==> src/rtl/lsu_pkg.sv <==
// lsu_pkg: size encodings, LSU state enumeration and little-endian lane helpers
package lsu_pkg;
    localparam logic [1:0] SZ_BYTE = 2'b00;
    localparam logic [1:0] SZ_HALF = 2'b01;
    localparam logic [1:0] SZ_WORD = 2'b10;

    typedef enum logic [2:0] {S_IDLE, S_LOAD, S_STORE, S_RMW_RD, S_RMW_WR, S_ERR} state_t;

    function automatic logic [31:0] lane_extract(input logic [31:0] w, input logic [1:0] off,
                                                 input logic [1:0] sz, input logic sgn);
        logic [7:0]  b;
        logic [15:0] h;
        b = w[{off, 3'b000} +: 8];
        h = w[{off[1], 4'b0000} +: 16];
        return sz == SZ_BYTE ? {{24{sgn & b[7]}}, b} :
               sz == SZ_HALF ? {{16{sgn & h[15]}}, h} : w;
    endfunction

    function automatic logic [31:0] lane_merge(input logic [31:0] w, input logic [1:0] off,
                                               input logic [1:0] sz, input logic [31:0] d);
        logic [31:0] r;
        r = w;
        if (sz == SZ_BYTE)
            r[{off, 3'b000} +: 8] = d[7:0];
        else if (sz == SZ_HALF)
            r[{off[1], 4'b0000} +: 16] = d[15:0];
        else
            r = d;
        return r;
    endfunction
endpackage

==> src/rtl/lsu_dm_master_lane.sv <==
// lsu_lane_unit: combinational load extract/extend and sub-word store merge
module lsu_lane_unit (
    input  logic [31:0] i_rdata,
    input  logic [31:0] i_buf,
    input  logic [1:0]  i_off,
    input  logic [1:0]  i_size,
    input  logic        i_signed,
    input  logic [31:0] i_wdata,
    output logic [31:0] o_load,
    output logic [31:0] o_merge
);
    import lsu_pkg::*;

    assign o_load  = lane_extract(i_rdata, i_off, i_size, i_signed);
    assign o_merge = lane_merge(i_buf, i_off, i_size, i_wdata);
endmodule

==> src/rtl/lsu_dm_master.sv <==
// lsu_dm_master: MEM-stage load/store initiator for a word-only data memory.
// Define LSU_TRACE_EN to print writes, completed loads and errors.
module lsu_dm_master #(
    parameter int DM_AW       = 10,
    parameter bit RANGE_CHECK = 1
) (
    input  logic        clk,
    input  logic        reset,
    input  logic        req_valid,
    output logic        req_ready,
    input  logic        req_write,
    input  logic [1:0]  req_size,
    input  logic        req_signed,
    input  logic [31:0] req_addr,
    input  logic [31:0] req_wdata,
    output logic        resp_valid,
    output logic        resp_err,
    output logic [31:0] resp_rdata,
    output logic        busy,
    output logic [31:0] dm_addr,
    output logic [31:0] dm_wdata,
    output logic        dm_we,
    output logic        dm_re,
    input  logic [31:0] dm_rdata
);
    import lsu_pkg::*;

    state_t      r_state, w_next;
    logic [31:0] r_addr, r_wdata, r_buf, r_resp_rdata;
    logic [1:0]  r_size;
    logic        r_signed, r_write, r_resp_valid, r_resp_err;
    logic        w_req_err, w_done;
    logic [31:0] w_load, w_merge;

    assign w_req_err = req_size == 2'b11 || (req_size == SZ_HALF && req_addr[0]) ||
                       (req_size == SZ_WORD && req_addr[1:0] != 2'b00) ||
                       (RANGE_CHECK && req_addr[31:DM_AW+2] != '0);
    assign w_done    = r_state == S_LOAD || r_state == S_STORE || r_state == S_RMW_WR || r_state == S_ERR;

    lsu_lane_unit u_lane (
        .i_rdata (dm_rdata),
        .i_buf   (r_buf),
        .i_off   (r_addr[1:0]),
        .i_size  (r_size),
        .i_signed(r_signed),
        .i_wdata (r_wdata),
        .o_load  (w_load),
        .o_merge (w_merge)
    );

    always_ff @(posedge clk or posedge reset)
        if (reset) r_state <= S_IDLE;
        else       r_state <= w_next;

    always_comb begin
        w_next = r_state;
        case (r_state)
            S_IDLE:   if (req_valid) w_next = w_req_err ? S_ERR : !req_write ? S_LOAD :
                                              req_size == SZ_WORD ? S_STORE : S_RMW_RD;
            S_RMW_RD: w_next = S_RMW_WR;
            default:  w_next = S_IDLE;
        endcase
    end

    always_ff @(posedge clk or posedge reset) begin
        if (reset) begin
            r_addr       <= '0;
            r_wdata      <= '0;
            r_size       <= '0;
            r_signed     <= 1'b0;
            r_write      <= 1'b0;
            r_buf        <= '0;
            r_resp_valid <= 1'b0;
            r_resp_err   <= 1'b0;
            r_resp_rdata <= '0;
        end else begin
            r_resp_valid <= w_done;
            r_resp_err   <= r_state == S_ERR;
            if (r_state == S_IDLE && req_valid) begin
                r_addr   <= req_addr;
                r_wdata  <= req_wdata;
                r_size   <= req_size;
                r_signed <= req_signed;
                r_write  <= req_write;
            end
            if (r_state == S_RMW_RD) r_buf <= dm_rdata;
            if (w_done) r_resp_rdata <= r_state == S_LOAD ? w_load : '0;
        end
    end

    assign req_ready  = r_state == S_IDLE;
    assign busy       = ~req_ready;
    assign resp_valid = r_resp_valid;
    assign resp_err   = r_resp_err;
    assign resp_rdata = r_resp_rdata;
    assign dm_addr    = {r_addr[31:2], 2'b00};
    assign dm_we      = r_write && (r_state == S_STORE || r_state == S_RMW_WR);
    assign dm_re      = r_state == S_LOAD || r_state == S_RMW_RD;
    assign dm_wdata   = r_state == S_RMW_WR ? w_merge : r_wdata;

`ifdef LSU_TRACE_EN
    always_ff @(posedge clk) begin
        if (dm_we) $display("lsu store addr=%h size=%0d word=%h", r_addr, r_size, dm_wdata);
        if (r_state == S_LOAD) $display("lsu load addr=%h rdata=%h", r_addr, w_load);
        if (r_state == S_ERR)
            $display("lsu error addr=%h cause=%s", r_addr, r_size == 2'b11 ? "size" :
                     (RANGE_CHECK && r_addr[31:DM_AW+2] != '0) ? "range" : "align");
    end
`endif
endmodule

==> config.mk <==
export PLATFORM = sky130hd
export DESIGN_NAME = lsu_dm_master
export DESIGN_NICKNAME = d
export VERILOG_FILES = /design/src/rtl/lsu_pkg.sv /design/src/rtl/lsu_dm_master_lane.sv /design/src/rtl/lsu_dm_master.sv
export SDC_FILE = /design/constraint.sdc
export NUM_CORES = 1
export LEC_CHECK = 0
export CAP_MARGIN = 10
export CORE_UTILIZATION = 45
export CTS_CLUSTER_DIAMETER = 120
export CTS_CLUSTER_SIZE = 8
export DETAILED_ROUTE_END_ITERATION = 6
export PLACE_DENSITY = 0.88
export RECOVER_POWER = 100
export SETUP_SLACK_MARGIN = 0.15
export SLEW_MARGIN = 40
export SYNTH_ARGS = -nofsm -noshare
export SYNTH_HDL_FRONTEND = slang
export SYNTH_SLANG_ARGS = --single-unit
==> constraint.sdc <==
create_clock -name clk -period 10.95 [get_ports clk]
set_clock_uncertainty 0.2 [all_clocks]
set_input_delay 2.19 -clock clk [delete_from_list [all_inputs] [get_ports clk]]
set_output_delay 2.19 -clock clk [all_outputs]
set_load 0.03 [all_outputs]
==> impl_metrics.py, run 1 <==
metrics = {
    "power": {
        "pwr-share-comb": 0.344,
        "vdd_drop_max_mv": 0.140,
        "switching_power_w": 0.000703,
        "p_int_w": 0.00120,
        "pwr-share-clk": 0.301,
        "power_w": 0.00190,
        "power.leakage_nw": 4.29,
        "swShare": 0.370,
        "pwr-share-seq": 0.355,
        "power_per_cell_area_nw_per_um2": 203,
    },
    "synthesis": {
        "synthTopCellsByArea": "dfrtp_1, nand2_1, mux2_2",
        "yosysSeqAreaShare": 0.494,
        "yosys_most_used_dff": "dfrtp_1",
        "synth_edf_count": 0,
        "netlist.area_leader.share": 0.494,
        "yosysWarnings": 0,
        "synth_commonest_cells": "nand2_1, dfrtp_1, mux2_2, a21oi_1, buf_4",
        "syn_inst": 721,
        "yosysTopAreaCell": "dfrtp_1",
        "avgSynthCellArea_um2": 9.63,
        "synth_cell_type_count": 51,
        "async_reset_ff_frac": 1.00,
        "ys_ff_latch": 137,
        "post-synth-top-count-cell": "nand2_1",
        "syn_area_um2": 6940,
    },
    "timing": {
        "max_slew.worst_pin.slew_ps": 3800,
        "setup_ws_ps": 3690,
        "slew_violations": 200,
        "setup_viol": 0,
        "period_share": 0.663,
        "period_minus_slack_ps": 7260,
        "slew_headroom": -1.55,
        "hold_ws_ps": 268,
        "timing.fmax_mhz": 138,
        "hold_violations": 0,
        "fin_tns_setup_ps": 0,
        "rsz0062_at_grt": "false",
    },
    "flow_run": {
        "cap_violations": 4,
    },
    "floorplanning": {
        "start_util": 0.458,
        "core_um2": 15100,
        "die_h_um": 126,
        "dieWidth_um": 126,
        "row_count": 45,
        "boundaryPins": 205,
        "die_area_um2": 15900,
    },
    "route": {
        "wl_mm": 20.5,
        "vias": 6137,
        "drt-vias-per-instance": 5.74,
        "ant_nets": 0,
        "drc": 0,
        "first_iter_violations": 723,
        "post_drt_wl_per_cell_um": 19.2,
        "dr.pass1.iters": 5,
    },
    "critical_path": {
        "worstPathBufferInverterCount": 3,
        "cp.required_ps": 10680,
        "worstPathCellList": "dlygate4sd3_1, clkinvlp_2, clkbuf_1",
        "crit_path_start_kind": "input pin",
        "cpPeakStageDelay_ps": 2130,
        "cp_max_fo": 86,
        "critPathLaunch": "reset",
        "endpoint_kind": "async pin",
        "cp_data_arrival_time_ps": 6990,
        "setup.worst_path.end": "r_buf[26]$_DFFE_PP0P_",
        "path_depth": 3,
        "reg2regPathDepth": 5,
        "worstSetupPathType": "input pin to async pin",
        "rr_endpoint": "r_wdata[13]$_DFFE_PP0P_",
        "cp_slowest_cell": "clkinvlp_2",
        "crit_family": "buffers and inverters",
        "r2r_setup_slack_ps": 6810,
        "r2r_start": "r_state[1]$_DFFE_PP0P_",
    },
    "clocking": {
        "cts.clk_slew.worst_paths_ps": 60,
        "clkSinkCount": 137,
        "tritoncts": "built",
        "cts_resized": 0,
        "holdBufCountCts": 0,
        "htree_num_levels": 4,
        "cts_root_buf": "clkbuf_16",
        "post_cts_buffers": 0,
        "cts_buffers": 17,
        "cts_buffer_depth": 2,
        "clk_latency_ps": 420,
    },
    "outcome": {
        "violations": "capacitance limit, slew limit",
        "outcome": "complete, but fails checks",
    },
    "global_routing": {
        "grt_overflow": 0,
        "met1_usage": 0.354,
        "grt_max_degree": 87,
        "grt_pass1_wl_mm": 32.4,
        "track_usage": 0.265,
        "grt_pass1_vias": 5931,
        "busiest_layer": "met2",
        "antenna_found_initial": 0,
        "met2_usage": 0.407,
        "use_met3": 0.0667,
    },
    "placed_design": {
        "hpwl_mm": 14.7,
        "dpl_worst_slack_ps": 5070,
        "dp.cells": 1038,
        "gp_congestion": 0.916,
        "io_buffers": 202,
    },
    "final_layout": {
        "instances_no_fill": 1070,
        "diodes": 0,
        "nets": 977,
        "drive_above_1_share": 0.102,
        "syn2layout_area_growth_pct": 34.6,
    },
    "min_path": {
        "whs_path_depth": 2,
        "hold_path.class": "flip-flop to flip-flop",
    },
}
==> cell families (layout without fill, tap and decap cells) <==
| kind of cell | count (synthesis) | after routing | share of synthesized area |
|---|---|---|---|
| flops | 137 | 137 | 0.494 |
| xor+xnor | 1 | 1 | 0.00126 |
| simple gates | 288 | 288 | 0.184 |
| fa+ha+maj | 5 | 5 | 0.00901 |
| buf+inv | 87 | 247 | 0.0725 |
| other cells | 1 | 2 | 0.000540 |
| mux | 57 | 57 | 0.0910 |
| compound gates | 145 | 145 | 0.148 |
==> layout make-up <==
| cell class | count | area (um^2) |
|---|---|---|
| Fill cell | 1199 | 5800 |
| Timing Repair Buffer | 207 | 2050 |
| Tap cell | 188 | 235 |
| Clock buffer | 20 | 447 |
| Multi-Input combinational cell | 498 | 3010 |
| Clock inverter | 12 | 139 |
| Sequential cell | 137 | 3430 |
| Inverter | 8 | 31.3 |
==> worst min-delay path, delay by kind of cell, from the launching register on <==
family | cells | cell delay (ps)
flops | 1 | 330
simple gates | 2 | 110
==> layer usage <==
metal  share of wire  wire length, um  up-vias
li1                -                -     2789
met1            0.42             8510     2909
met2            0.45             9270      376
met3           0.098             2010       63
met4           0.034              705        0
met5               0                0        -
==> cell usage in the layout (no fill, tap or decap), types with 7 or more instances in the layout <==
cell               n
nor2_1             8
clkbuf_16         17
a21oi_1           34
o22ai_1           22
dlygate4sd3_1    133
nor3_1            16
nand2_1          211
a22o_1            16
a22oi_1            9
o21ai_0           22
mux2_2            38
clkdlybuf4s50_1   69
nor2b_1           15
a221o_1           15
o31ai_1            7
a221o_2           10
dfrtp_1          137
mux2i_1           17
and2_0             9
==> registers in the layout (all words and copies together) (netlist names), 2 cells and up <==
name / flops
r_addr: 32
r_buf: 32
r_wdata: 32
resp_rdata: 32
r_state: 3
r_size: 2
==> stage by stage <==
step,util,cell area [um^2]
6_report,0.617,9340
5_1_grt,0.617,9340
3_3_place_gp,0.579,8780
3_5_place_dp,0.580,8780
2_1_floorplan,-,6950
4_1_cts,0.618,9360
==> power groups by stage <==
stage | logic (W) | registers (W) | clock network [W]
after floorplan | 0.000405 | 0.000705 | 0
after global placement | 0.000671 | 0.000676 | 0
after detailed placement | 0.000682 | 0.000681 | 0
after CTS | 0.000687 | 0.000673 | 0.000578
after global routing | 0.000695 | 0.000684 | 0.000601
final | 0.000653 | 0.000674 | 0.000573
==> worst min path at each step <==
stage / from / endpoint / slack, ps
after global routing: r_addr[24]$_DFFE_PP0P_ / r_addr[24]$_DFFE_PP0P_ / 280
final: r_addr[10]$_DFFE_PP0P_ / r_addr[10]$_DFFE_PP0P_ / 270
after global placement: r_write$_DFFE_PP0P_ / r_write$_DFFE_PP0P_ / 250
after detailed placement: r_write$_DFFE_PP0P_ / r_write$_DFFE_PP0P_ / 260
after floorplan: r_write$_DFFE_PP0P_ / r_write$_DFFE_PP0P_ / 240
after CTS: r_write$_DFFE_PP0P_ / r_write$_DFFE_PP0P_ / 270
Note: power is estimated with default switching activity, not from simulation.
==> run 2, diff against run 1 <==
--- a/config.mk
+++ b/config.mk
@@ -6,7 +6,7 @@
 export NUM_CORES = 1
 export LEC_CHECK = 0
 export CAP_MARGIN = 10
-export CORE_UTILIZATION = 45
+export CORE_UTILIZATION = 43
 export CTS_CLUSTER_DIAMETER = 120
 export CTS_CLUSTER_SIZE = 8
 export DETAILED_ROUTE_END_ITERATION = 6
==> constraint.sdc (replaced) <==
create_clock -name clk -period 5.9 [get_ports clk]
set_clock_uncertainty 0.2 [all_clocks]
set_input_delay 1.18 -clock clk [delete_from_list [all_inputs] [get_ports clk]]
set_output_delay 1.18 -clock clk [all_outputs]
set_load 0.03 [all_outputs]
==> run 2 against run 1 <==
Against the previous run:
- the flow still finishes with violations (capacitance limit, slew limit)
- final cell count increased by 2.9%
- global-route usage shrank 1.0 points
- critical path depth is 3 higher
- via count decreased by 0.29%
- largest power group unchanged
==> impl_metrics.py, run 2 (synthesized netlist as in run 1, its figures left out) <==
metrics = {
    "outcome": {
        "outcome": "complete, but fails checks",
        "violations": "capacitance limit, slew limit",
    },
    "floorplanning": {
        "dieWidth_um": 129,
        "die_h_um": 129,
        "core_um2": 15800,
        "row_count": 46,
        "start_util": 0.439,
        "die_area_um2": 16700,
        "boundaryPins": 205,
    },
    "critical_path": {
        "cpPeakStageDelay_ps": 790,
        "r2r_start": "r_state[1]$_DFFE_PP0P_",
        "rr_endpoint": "r_addr[14]$_DFFE_PP0P_",
        "cp_data_arrival_time_ps": 3810,
        "worstPathBufferInverterCount": 2,
        "worstPathCellList": "inv_1, ha_1, nand4_1, nor4_2, a221o_1, dlygate4sd3_1",
        "crit_family": "buffers and inverters",
        "cp_max_fo": 17,
        "critPathLaunch": "r_addr[0]$_DFFE_PP0P_",
        "path_depth": 6,
        "endpoint_kind": "output pin",
        "cp.required_ps": 4520,
        "cp_slowest_cell": "dfrtp_1",
        "worstSetupPathType": "flip-flop to output pin",
        "setup.worst_path.end": "dm_wdata[15]",
        "reg2regPathDepth": 5,
        "crit_path_start_kind": "flip-flop",
        "r2r_setup_slack_ps": 1670,
    },
    "clocking": {
        "cts_buffers": 17,
        "clk_latency_ps": 420,
        "tritoncts": "built",
        "post_cts_buffers": 0,
        "cts.clk_slew.worst_paths_ps": 60,
        "cts_root_buf": "clkbuf_16",
        "holdBufCountCts": 0,
        "cts_buffer_depth": 2,
        "cts_resized": 0,
        "clkSinkCount": 137,
        "htree_num_levels": 4,
    },
    "timing": {
        "max_slew.worst_pin.slew_ps": 2310,
        "hold_violations": 0,
        "rsz0062_at_grt": "false",
        "period_share": 0.879,
        "fin_tns_setup_ps": 0,
        "timing.fmax_mhz": 193,
        "slew_violations": 156,
        "slew_headroom": -0.545,
        "setup_viol": 0,
        "setup_ws_ps": 715,
        "period_minus_slack_ps": 5190,
    },
    "flow_run": {
        "cap_violations": 4,
    },
    "route": {
        "top_layer": "met4",
        "wl_met1_mm": 9.04,
        "ant_nets": 0,
        "post_drt_wl_per_cell_um": 18.8,
        "dr_wl_met3_mm": 1.55,
        "wl_met2_mm": 9.64,
        "drt-vias-per-instance": 5.56,
        "vias": 6119,
        "first_iter_violations": 696,
        "wl_mm": 20.7,
        "drc": 0,
        "dr.pass1.iters": 5,
    },
    "final_layout": {
        "multi_input_area_um2": 3020,
        "seq_area_um2": 3430,
        "syn2layout_area_growth_pct": 35.2,
        "drive_above_1_share": 0.106,
        "stdcell_area_um2": 9380,
        "final_cell_mix": "nand2_1, dfrtp_1, dlygate4sd3_1",
        "nets": 980,
        "diodes": 0,
        "fillCellCount": 1302,
        "final_common_cell": "nand2_1",
    },
    "placed_design": {
        "hpwl_mm": 14.7,
        "place_area_um2": 8830,
        "gp_congestion": 0.890,
        "dpl_worst_slack_ps": 1310,
        "io_buffers": 202,
    },
    "global_routing": {
        "grt_max_degree": 110,
        "antenna_found_initial": 0,
        "grt_pass1_wl_mm": 31.9,
        "track_usage": 0.254,
        "grt_pass1_vias": 5743,
        "grt_overflow": 0,
    },
    "power": {
        "power.leakage_nw": 4.28,
        "vdd_drop_max_mv": 0.234,
        "power_per_cell_area_nw_per_um2": 373,
    },
    "min_path": {
        "hold_path.class": "flip-flop to flip-flop",
        "min_from": "r_addr[16]$_DFFE_PP0P_",
    },
}
==> run 2: how the worst min path moves through the flow <==
stage	cells past startpoint	end	slack (ps)
after floorplan	2	r_write$_DFFE_PP0P_	240
after global placement	2	r_write$_DFFE_PP0P_	250
after detailed placement	2	r_write$_DFFE_PP0P_	260
after CTS	2	r_wdata[30]$_DFFE_PP0P_	280
after global routing	2	r_addr[27]$_DFFE_PP0P_	290
final	2	r_addr[16]$_DFFE_PP0P_	270
==> run 2: cell type report <==
cell class / count / share of cell area
clock buffers: 18 / 0.0457
well taps: 216 / 0.0288
clock inverters: 14 / 0.0149
inverters: 8 / 0.00333
multi-input cells: 498 / 0.321
repair buffers: 210 / 0.220
flip-flops and latches: 137 / 0.365
==> run 2: layer usage <==
metal  track usage  vias to the layer above
li1              -                     2802
met4        0.0872                        0
met3        0.0590                       46
met5             0                        -
met2         0.403                      302
met1         0.344                     2969
==> run 2: worst reg2reg max path: stages (launching register included) <==
cell	delay (ps)
dfrtp_1	490
nor3_1	460
and2_0	1550
clkbuf_1	1150
nand2_1	220
nand2_1	120
==> run 2: stage by stage <==
step,hold WS [ps],total power (W),util,std cells
final,271,0.00350,0.593,1101
after global routing,291,0.00365,0.593,1101
after CTS,279,0.00357,0.594,1100
after detailed placement,257,0.00254,0.558,1068
after global placement,249,0.00251,0.558,1068
after floorplan,238,0.00206,-,722
==> run 2: where the power goes <==
part           internal (W)  total, W  switching, W  leakage (nW)
clock network      0.000590   0.00102      0.000434         0.268
registers           0.00110   0.00126      0.000154          1.70
logic              0.000485   0.00122      0.000733          2.32
